==> src/rtl/simd_mask_reducer.sv <==
// Reduces a per-lane comparator mask to a packed lane bitmap plus count/any/all/first-index
// summaries, through a two-stage valid/ready pipeline with a saturating any-hit event counter.
module simd_mask_reducer #(
  parameter int SIMD_WIDTH = 256
) (
  input  logic                  clk,
  input  logic                  rst,
  input  logic                  in_valid,
  output logic                  in_ready,
  input  logic [SIMD_WIDTH-1:0] mask,
  input  logic [2:0]            data_mode,
  output logic                  out_valid,
  input  logic                  out_ready,
  output logic [31:0]           packed_mask,
  output logic [5:0]            lane_count,
  output logic                  any,
  output logic                  all,
  output logic [4:0]            first_idx,
  input  logic                  evt_clr,
  output logic [15:0]           evt_count
);

  localparam int LANE8 = SIMD_WIDTH / 32;

  logic        s1_valid;
  logic [31:0] s1_msb;
  logic [2:0]  s1_mode;
  logic        s1_adv;
  logic        s2_adv;
  logic [31:0] mask_msb;
  logic [31:0] packed_c;
  logic [5:0]  n_lanes_c;
  logic [5:0]  count_c;
  logic [4:0]  first_c;
  logic        unused_mask;

  // Every wider lane's MSB is also the MSB of some 8-bit lane, so only those 32 bits are kept.
  always_comb begin
    mask_msb = '0;
    for (int i = 0; i < 32; i++) begin
      mask_msb[i] = mask[i*LANE8 + LANE8 - 1];
    end
  end

  assign unused_mask = ^mask;

  assign s2_adv   = !out_valid || out_ready;
  assign s1_adv   = !s1_valid || s2_adv;
  assign in_ready = s1_adv && !rst;

  always_ff @(posedge clk) begin
    if (rst) begin
      s1_valid <= 1'b0;
      s1_msb   <= '0;
      s1_mode  <= '0;
    end else if (s1_adv) begin
      s1_valid <= in_valid;
      if (in_valid) begin
        s1_msb  <= mask_msb;
        s1_mode <= data_mode;
      end
    end
  end

  always_comb begin
    packed_c  = '0;
    n_lanes_c = 6'd1;
    case (s1_mode)
      3'd0: begin
        n_lanes_c = 6'd32;
        packed_c  = s1_msb;
      end
      3'd1: begin
        n_lanes_c = 6'd16;
        for (int i = 0; i < 16; i++) packed_c[i] = s1_msb[2*i + 1];
      end
      3'd2: begin
        n_lanes_c = 6'd8;
        for (int i = 0; i < 8; i++) packed_c[i] = s1_msb[4*i + 3];
      end
      3'd3: begin
        n_lanes_c = 6'd4;
        for (int i = 0; i < 4; i++) packed_c[i] = s1_msb[8*i + 7];
      end
      3'd4: begin
        n_lanes_c = 6'd2;
        for (int i = 0; i < 2; i++) packed_c[i] = s1_msb[16*i + 15];
      end
      default: begin
        n_lanes_c   = 6'd1;
        packed_c[0] = s1_msb[31];
      end
    endcase
  end

  always_comb begin
    count_c = '0;
    for (int i = 0; i < 32; i++) begin
      count_c = count_c + 6'(packed_c[i]);
    end
  end

  // Downward scan so the lowest set lane is the last one written.
  always_comb begin
    first_c = '0;
    for (int i = 31; i >= 0; i--) begin
      if (packed_c[i]) first_c = 5'(i);
    end
  end

  always_ff @(posedge clk) begin
    if (rst) begin
      out_valid   <= 1'b0;
      packed_mask <= '0;
      lane_count  <= '0;
      any         <= 1'b0;
      all         <= 1'b0;
      first_idx   <= '0;
    end else if (s2_adv) begin
      out_valid <= s1_valid;
      if (s1_valid) begin
        packed_mask <= packed_c;
        lane_count  <= count_c;
        any         <= (count_c != 6'd0);
        all         <= (count_c == n_lanes_c);
        first_idx   <= first_c;
      end
    end
  end

  always_ff @(posedge clk) begin
    if (rst || evt_clr) begin
      evt_count <= '0;
    end else if (out_valid && out_ready && any && (evt_count != 16'hFFFF)) begin
      evt_count <= evt_count + 16'd1;
    end
  end

endmodule

==> config.mk <==
export PLATFORM = sky130hd
export DESIGN_NAME = simd_mask_reducer
export DESIGN_NICKNAME = d
export VERILOG_FILES = /design/src/rtl/simd_mask_reducer.sv
export SDC_FILE = /design/constraint.sdc
export NUM_CORES = 1
export LEC_CHECK = 0
export ABC_AREA = 1
export CAP_MARGIN = 20
export CORE_AREA = 2 2 126 128
export DETAILED_ROUTE_END_ITERATION = 12
export DIE_AREA = 0 0 128 130
export PLACE_DENSITY = 0.8
export SLEW_MARGIN = 0
export SYNTH_ARGS = -nofsm -noshare
export SYNTH_HDL_FRONTEND = slang
export SYNTH_SLANG_ARGS = --single-unit
export TNS_END_PERCENT = 5
==> constraint.sdc <==
create_clock -name clk -period 12.7 [get_ports clk]
set_clock_uncertainty 0.15 [all_clocks]
set_input_delay 2.54 -clock clk [delete_from_list [all_inputs] [get_ports clk]]
set_output_delay 2.54 -clock clk [all_outputs]
set_load 0.005 [all_outputs]
==> flow_summary.toml, run 1 <==
[route]
avgViaCountPerCell = 5.08
route.detailed.drc = 0
vias = 4877
drtAntennaViolNets = 0
wl_per_cell_um = 14.9
first_pass_iters = 5
drt_iter0_drc = 436
routed_wl_um = 14300

[place]
gp_congestion = 0.902
hpwlAfterDp_um = 10700
portBuffers = 102
postPlaceCellArea_mm2 = 0.00623

[synth]
yosysUniqueCellTypes = 37
ys.flop_type = "dfxtp_1"
syn-mean-instance-area_um2 = 7.50
yosys-top-cells-area = "dfxtp_1 (39%), fa_1 (9.1%), inv_1 (7.7%), o21ai_0 (7.5%), a21oi_1 (7.2%)"
syn_area_mm2 = 0.00506
syn_inst = 675
netlist.area_leader.share_pct = 38.8
synth_top_area_cell = "dfxtp_1"
yosysWarnings = 0
synth_edf_count = 0
async_flop_share_pct = 0
ys_ff_latch = 98
ys_seq_area_share_pct = 38.8
syn_nets = 971

[floorplan]
core_area_mm2 = 0.0154
fp.dieW_um = 128
fp.dieH_um = 130
design.die.area_mm2 = 0.0166
core.rowCount = 46
start_util_pct = 32.8
boundaryPins = 327

[cts]
cts_buffers = 9
clockRootBuffer = "clkbuf_16"
cts.sinks = 98
clk_latency_ns = 0.35
postCtsHoldBufs = 0
cts_resized = 0
cts.path.max_buffers = 2
cts.reportedPaths.clkPinSlew_ns = 0.07
post-cts-setup-buffers = 0
cts_tree = "yes"
htreeDepth = 3

[sta]
finalSetupViolCount = 0
finalHoldViolations = 0
fin_tns_setup_ns = 0
rsz0062_at_grt = "false"
fin_crit_sh_pct = 54.8
slew_violations = 0
relSlewSlack_pct = 33.6
tightest_slew_ns = 0.996
period_needed_ns = 6.96
fmax_mhz = 144

[layout]
drive_gt1_share_pct = 3.91
finalCoreUtilization_pct = 42.3
multiInputGateArea_mm2 = 0.00257
finalInstanceArea_mm2 = 0.00653
nFillCells = 1497
n_antenna_cell = 0
nets = 1060
areaGrowthSynthToFinish_pct = 29.0
regArea_mm2 = 0.00196

[hold_path]
hp-class = "reg2reg"

[flow_run]
cap_viol_max_count = 0

[global_route]
grtUsageMet3_pct = 3.57
overflow = 0
grt_pass1_vias = 4498
grt_pass1_wl_um = 22900
met1_usage_pct = 23.0
antenna_found_initial = 0
grt.busiest_layer = "met2"
grtUsageMet2_pct = 27.1
grt_usage_pct = 17.5
grt_max_degree = 73

[pwr]
ir_worst_vdd_uv = 88.1
leakage_nw = 2.75
pwr_density_cell_mw_per_mm2 = 158

[critical_path]
path_max_fanout = 6
end_kind = "flip-flop"
arrival_ns = 7.07
crit_required_ns = 12.81
path_class = "reg2reg"
cp-start-kind = "flip-flop"

[status]
status = "finished, final reports clean"
flip-flops by register name, summed over array words and instances, names as in the netlist:
signal / count
packed_mask: 32
s1_msb: 32
evt_count: 16
lane_count: 6
first_idx: 5
s1_mode: 3
all: 1
any: 1
out_valid: 1
s1_valid: 1
per-layer routing:
layer,vias to the layer above,part of all wire (%)
met5,-,0
met3,52,7.2
li1,2384,-
met1,2207,44
met2,234,45
met4,0,4.8
final cells by class:
type	count	share of cell area [%]
clock inverters	5	0.978
repair buffers	105	16.0
well taps	192	3.68
flip-flops and latches	98	30.1
clock buffers	10	3.51
multi-input cells	438	39.4
inverters	112	6.44
report_power, final:
group	internal, mW	total [mW]	switching (mW)
clock network	0.154	0.275	0.122
registers	0.329	0.343	0.0137
logic	0.176	0.411	0.235
cell families after synthesis:
logic type      Yosys count  synth area share (%)
simple gates            209                  17.6
buf+inv                 139                  10.5
fa+ha+maj                32                  11.3
xor+xnor                  5                 0.865
compound gates          192                  21.0
flops                    98                  38.8
synth_stat cells, drive strengths merged (4+ instances only):
cell    count
nand3      14
nor3       12
nand2      97
o22ai      12
ha          9
xor2        4
dfxtp      98
nor2       73
inv       110
a221oi      4
fa         23
o21a        4
o211ai     11
a21oi      74
o21ai      77
clkbuf     25
nor4        5
critical path, cell delays in order (launching register included):
cell	delay [ns]
dfxtp_1	0.48
nor3_1	0.19
inv_1	0.28
o22ai_1	0.12
a221oi_1	0.75
fa_1	0.59
fa_1	0.49
fa_1	0.45
fa_1	0.53
fa_1	0.54
fa_1	0.60
inv_1	0.05
ha_1	0.28
nand2_1	0.06
nor2_1	0.04
a211oi_1	0.29
nor2_1	0.07
o21ai_0	0.36
nor2_1	0.08
nor4_1	0.25
nand3_1	0.10
a21oi_1	0.13
path summary, 6_finish.rpt:
kind                                               from                endpoint  slack [ns]  depth (start not counted)
worst min register to register   s1_msb[2]$_SDFFE_PP0P_  s1_msb[2]$_SDFFE_PP0P_        0.31                          2
worst min-delay path             s1_msb[2]$_SDFFE_PP0P_  s1_msb[2]$_SDFFE_PP0P_        0.31                          2
worst max-delay path            s1_mode[2]$_SDFFE_PP0P_        all$_SDFFE_PP0P_        5.74                         21
worst max register to register  s1_mode[2]$_SDFFE_PP0P_        all$_SDFFE_PP0P_        5.74                         21
placed cells by master (no fill, tap or decap), types with 5 or more instances in the layout:
cell	netlist	layout
nor3_1	11	11
inv_2	6	6
o22ai_1	12	12
nor4_1	5	5
fa_1	23	23
ha_1	9	9
clkbuf_16	0	9
nand3_1	14	14
clkdlybuf4s50_1	0	102
inv_1	104	104
o211ai_1	11	11
o21ai_0	76	76
nand2_1	95	95
a21oi_1	73	73
nor2_1	71	71
dfxtp_1	98	98
stage by stage:
stage	worst slack, ns	total power, mW	hold slack [ns]	std cells
finish	5.74	1.03	0.308	960
global route	5.32	1.10	0.327	960
CTS	5.79	1.03	0.308	960
detailed placement	5.83	0.757	0.298	945
global placement	5.89	0.744	0.294	945
floorplan	6.58	0.646	0.280	675
(Power assumes the default switching activity.)
==> inputs of run 2 (changes only) <==
--- a/config.mk
+++ b/config.mk
@@ -7,10 +7,10 @@
 export LEC_CHECK = 0
 export ABC_AREA = 1
 export CAP_MARGIN = 20
-export CORE_AREA = 2 2 126 128
+export CORE_AREA = 2 2 128 130
 export DETAILED_ROUTE_END_ITERATION = 12
-export DIE_AREA = 0 0 128 130
-export PLACE_DENSITY = 0.8
+export DIE_AREA = 0 0 130 132
+export PLACE_DENSITY = 0.78
 export SLEW_MARGIN = 0
 export SYNTH_ARGS = -nofsm -noshare
 export SYNTH_HDL_FRONTEND = slang
==> constraint.sdc (replaced) <==
create_clock -name clk -period 6.56 [get_ports clk]
set_clock_uncertainty 0.15 [all_clocks]
set_input_delay 1.312 -clock clk [delete_from_list [all_inputs] [get_ports clk]]
set_output_delay 1.312 -clock clk [all_outputs]
set_load 0.005 [all_outputs]
==> flow_summary.toml, run 2 (synthesis results as in run 1) <==
[sta]
finalSetupViolCount = 0
fin_crit_sh_pct = 95.8
tightest_slew_ns = 1.00
relSlewSlack_pct = 33.2
slew_violations = 0
finalHoldViolations = 0
period_needed_ns = 6.29
fmax_mhz = 159
setup_slack_ns = 0.273
hold_ws_ns = 0.318

[place]
postPlaceCellArea_mm2 = 0.00639
portBuffers = 102
dp_worst_setup_slack_ns = 0.0463
gp_congestion = 0.925
hpwlAfterDp_um = 10900

[critical_path]
crit_family = "adder cells"
critPathMaxStageDelay_ns = 0.55
end_kind = "flip-flop"
arrival_ns = 6.40
path_class = "reg2reg"
crit_top_cell = "fa_1"
slowest_stage = "fa_1"
crit_required_ns = 6.67
path_max_fanout = 3
path_cells = "inv_1, nor3_4, inv_1, o21ai_0, a21oi_1, o2111ai_1, o21a_1, inv_1, fa_1, fa_1, fa_1, fa_1, fa_1, fa_1, inv_1, ha_1, inv_1, fa_1, o21ai_1, xor2_1, xor2_1, nor4_1, nand3_1, a21oi_1"
crit_buf_inv = 5
cp-start-kind = "flip-flop"

[route]
routed_wl_um = 14500
route.detailed.drc = 0
vias = 4933
avgViaCountPerCell = 4.92
wl_per_cell_um = 14.4
drtAntennaViolNets = 0
drt_iter0_drc = 435
first_pass_iters = 5

[pwr]
seqPwrFrac_pct = 32.6
p_switching_mw = 0.730
ir_worst_vdd_uv = 181
p_sw_share_pct = 35.8
pwr-share-clk_pct = 26.5
leakage_nw = 2.85
pwr_density_cell_mw_per_mm2 = 302
p_comb_share_pct = 40.9
p_int_mw = 1.31

[cts]
cts_tree = "yes"
cts.reportedPaths.clkPinSlew_ns = 0.07
cts_buffers = 9
cts.sinks = 98
clockRootBuffer = "clkbuf_16"
cts.path.max_buffers = 2
htreeDepth = 3
clk_latency_ns = 0.35

[layout]
finalInstanceArea_mm2 = 0.00673
finalCoreUtilization_pct = 42.8
drive_gt1_share_pct = 6.99
final_cell_mix = "inv_1 (103), clkdlybuf4s50_1 (102), dfxtp_1 (97), nand2_1 (95), o21ai_0 (75)"
final_common_cell = "inv_1"
n_antenna_cell = 0
nets = 1078
areaGrowthSynthToFinish_pct = 33.0
top_regs = "packed_mask: 32 flops, s1_msb: 32 flops, evt_count: 16 flops"

[flow_run]
cap_viol_max_count = 0

[global_route]
grt_max_degree = 73
antenna_found_initial = 0
grt_usage_pct = 17.2
overflow = 0
grt_pass1_vias = 4524
grt_pass1_wl_um = 23300

[floorplan]
boundaryPins = 327
start_util_pct = 32.2
core_area_mm2 = 0.0157
design.die.area_mm2 = 0.0172
fp.dieW_um = 130
core.rowCount = 46
fp.dieH_um = 132

[status]
status = "finished, final reports clean"

[hold_path]
hp-class = "reg2reg"
[run 2: power by group through the flow]
stage	Clock [mW]	Combinational [mW]	Sequential (mW)
2_1_floorplan	0	0.579	0.672
3_3_place_gp	0	0.793	0.675
3_5_place_dp	0	0.813	0.675
4_1_cts	0.549	0.821	0.662
5_1_grt	0.574	0.948	0.668
6_report	0.540	0.832	0.663
[run 2: routing by layer]
layer	routed length [um]	vias to the layer above	global-route usage (%)
met4	395	0	6.69
met5	0	-	0
met3	1030	31	3.57
met2	6640	208	27.4
li1	-	2426	-
met1	6390	2268	22.9
[run 2: final cells by class]
cell class                      count  area [um^2]
Timing Repair Buffer              123         1180
Fill cell                        1504         8980
Clock buffer                       10          229
Inverter                          112          420
Clock inverter                      6         75.1
Sequential cell                    98         1960
Multi-Input combinational cell    438         2590
Tap cell                          216          270
[run 2: what timing repair did]
action,4_1_cts,5_1_grt
setup endpoints to repair,0,4
gates resized for setup,0,8
hold buffers,0,0
buffers inserted,0,1
[run 2: per-stage QoR]
step	setup TNS, ns	power [mW]	instances
2_1_floorplan	0	1.25	675
3_3_place_gp	0	1.47	986
3_5_place_dp	0	1.49	986
4_1_cts	0	2.03	1002
5_1_grt	-0.0197	2.19	1003
6_report	0	2.04	1003
[run 2: worst min-delay path: cells and delay by family, from the launching register on]
family	cells	cell delay [ns]
DFF	1	0.30
buffers and inverters	1	0.07
AOI/OAI and AO/OA	1	0.06
[run 2: final timing paths]
kind,start,end,slack [ns],cells past startpoint
max,s1_mode[1]$_SDFFE_PP0P_,all$_SDFFE_PP0P_,0.27,24
min,s1_msb[10]$_SDFFE_PP0P_,s1_msb[10]$_SDFFE_PP0P_,0.32,2
max reg2reg,s1_mode[1]$_SDFFE_PP0P_,all$_SDFFE_PP0P_,0.27,24
min reg2reg,s1_msb[10]$_SDFFE_PP0P_,s1_msb[10]$_SDFFE_PP0P_,0.32,2
==> inputs of run 3 (changes only) <==
--- a/config.mk
+++ b/config.mk
@@ -8,6 +8,7 @@
 export ABC_AREA = 1
 export CAP_MARGIN = 20
 export CORE_AREA = 2 2 128 130
+export CTS_CLUSTER_DIAMETER = 80
 export DETAILED_ROUTE_END_ITERATION = 12
 export DIE_AREA = 0 0 130 132
 export PLACE_DENSITY = 0.78
==> constraint.sdc (replaced) <==
create_clock -name clk -period 6.2 [get_ports clk]
set_clock_uncertainty 0.15 [all_clocks]
set_input_delay 1.24 -clock clk [delete_from_list [all_inputs] [get_ports clk]]
set_output_delay 1.24 -clock clk [all_outputs]
set_load 0.005 [all_outputs]
==> flow_summary.toml, run 3 (synthesis results as in run 1) <==
[floorplan]
core.rowCount = 46
boundaryPins = 327
fp.dieH_um = 132
start_util_pct = 32.2
fp.dieW_um = 130
design.die.area_mm2 = 0.0172
core_area_mm2 = 0.0157

[critical_path]
cp-start-kind = "flip-flop"
crit_top_cell = "fa_1"
arrival_ns = 6.24
end_kind = "flip-flop"
crit_buf_inv = 8
path_class = "reg2reg"
crit_required_ns = 6.32
path_max_fanout = 11
critPathMaxStageDelay_ns = 0.51
crit_family = "adder cells"
slowest_stage = "fa_1"

[pwr]
finalPower_mw = 2.24
leakage_nw = 2.96
ir_worst_vdd_uv = 195
seqPwrFrac_pct = 31.3
p_comb_share_pct = 44.7
p_int_mw = 1.43
p_sw_share_pct = 36.3
pwr-share-clk_pct = 24.0
p_switching_mw = 0.814
pwr_density_cell_mw_per_mm2 = 323

[sta]
relSlewSlack_pct = 39.6
period_needed_ns = 6.13
finalSetupViolCount = 0
fin_crit_sh_pct = 98.8
slew_violations = 0
rsz0062_at_grt = "true"
tightest_slew_ns = 0.906
finalHoldViolations = 0
hold_ws_ns = 0.306
fmax_mhz = 163

[route]
route.detailed.drc = 0
drtAntennaViolNets = 0
drt_iter0_drc = 457
vias = 4961
avgViaCountPerCell = 4.84
first_pass_iters = 7
wl_per_cell_um = 14.5
routed_wl_um = 14800

[layout]
areaGrowthSynthToFinish_pct = 37.3
nets = 1100
finalInstanceArea_mm2 = 0.00695
finalNonFillerCells = 1025
nFillCells = 1501
final_common_cell = "inv_1"
regArea_mm2 = 0.00196
final_cell_mix = "inv_1 (103), clkdlybuf4s50_1 (102), dfxtp_1 (96), nand2_1 (95), o21ai_0 (75)"
drive_gt1_share_pct = 11.1
multiInputGateArea_mm2 = 0.00267
n_antenna_cell = 0
top_regs = "packed_mask: 32 flops, s1_msb: 32 flops, evt_count: 16 flops"

[place]
postPlaceCellArea_mm2 = 0.00654
gp_congestion = 0.948
hpwlAfterDp_um = 11100
dp_cells = 1005
portBuffers = 102

[cts]
cts.sinks = 98
postCtsHoldBufs = 0
clk_latency_ns = 0.35
cts.path.max_buffers = 2
cts_buffers = 9
cts.reportedPaths.clkPinSlew_ns = 0.07
cts_tree = "yes"
htreeDepth = 3
clockRootBuffer = "clkbuf_16"

[global_route]
grt_pass1_wl_um = 24000
grt_max_degree = 73
antenna_found_initial = 0
grt_usage_pct = 17.7
overflow = 0
grt_pass1_vias = 4697

[hold_path]
hp-class = "reg2reg"

[status]
status = "finished, final reports clean"

[flow_run]
cap_viol_max_count = 0
[run 3: changes by cell type in the layout (fill, tap and decap cells not counted), sizes merged]
cell / delta
buf: +22
bufinv: -1
clkinv: +1
clkinvlp: -1
inv: +1
[run 3: layout make-up]
type	instances	share of cell area, %
timing repair buffer	145	19.3
multi-input combinational	438	38.4
sequential	98	28.3
tap	216	3.89
clock inverter	6	0.702
inverter	112	6.12
clock buffer	10	3.30
[run 3: repair_timing]
action | 4_1_cts | 5_1_grt
gates resized for setup | 7 | 18
setup buffers | 0 | 4
pin swaps | 2 | 12
endpoints found under the setup margin | 1 | 5
[run 3: worst min-delay path, cell delays in order, from the launching register on]
cell and delay (ns):
dfxtp_1 0.30, inv_1 0.06, a21oi_1 0.05
[run 3: worst paths after layout]
kind	endpoint	cells past startpoint	slack, ns	startpoint
max	all$_SDFFE_PP0P_	25	0.07	s1_mode[1]$_SDFFE_PP0P_
max reg2reg	all$_SDFFE_PP0P_	25	0.07	s1_mode[1]$_SDFFE_PP0P_
min	s1_msb[8]$_SDFFE_PP0P_	2	0.31	s1_msb[8]$_SDFFE_PP0P_
min reg2reg	s1_msb[8]$_SDFFE_PP0P_	2	0.31	s1_msb[8]$_SDFFE_PP0P_
[run 3: power by group through the flow]
stage	Clock, mW	Combinational, mW	Sequential [mW]
2_1_floorplan	0	0.613	0.711
3_3_place_gp	0	0.917	0.714
3_5_place_dp	0	0.932	0.714
4_1_cts	0.540	0.940	0.701
5_1_grt	0.567	1.15	0.706
6_report	0.538	1.00	0.702
[run 3: routing by layer]
metal	up-vias	track usage, %	wire, um
li1	2461	-	-
met1	2257	23.7	6580
met2	205	27.7	6880
met3	38	3.53	904
met4	0	7.77	458
met5	-	0	0
[run 3: through the flow]
step                setup slack, ns  util, %  setup TNS [ns]
floorplan                    0.0801        -               0
global placement             0.0397     41.6               0
detailed placement          -0.0386     41.6         -0.0386
CTS                         0.00873     43.6               0
global route                 -0.227     44.2          -0.227
finish                       0.0731     44.2               0
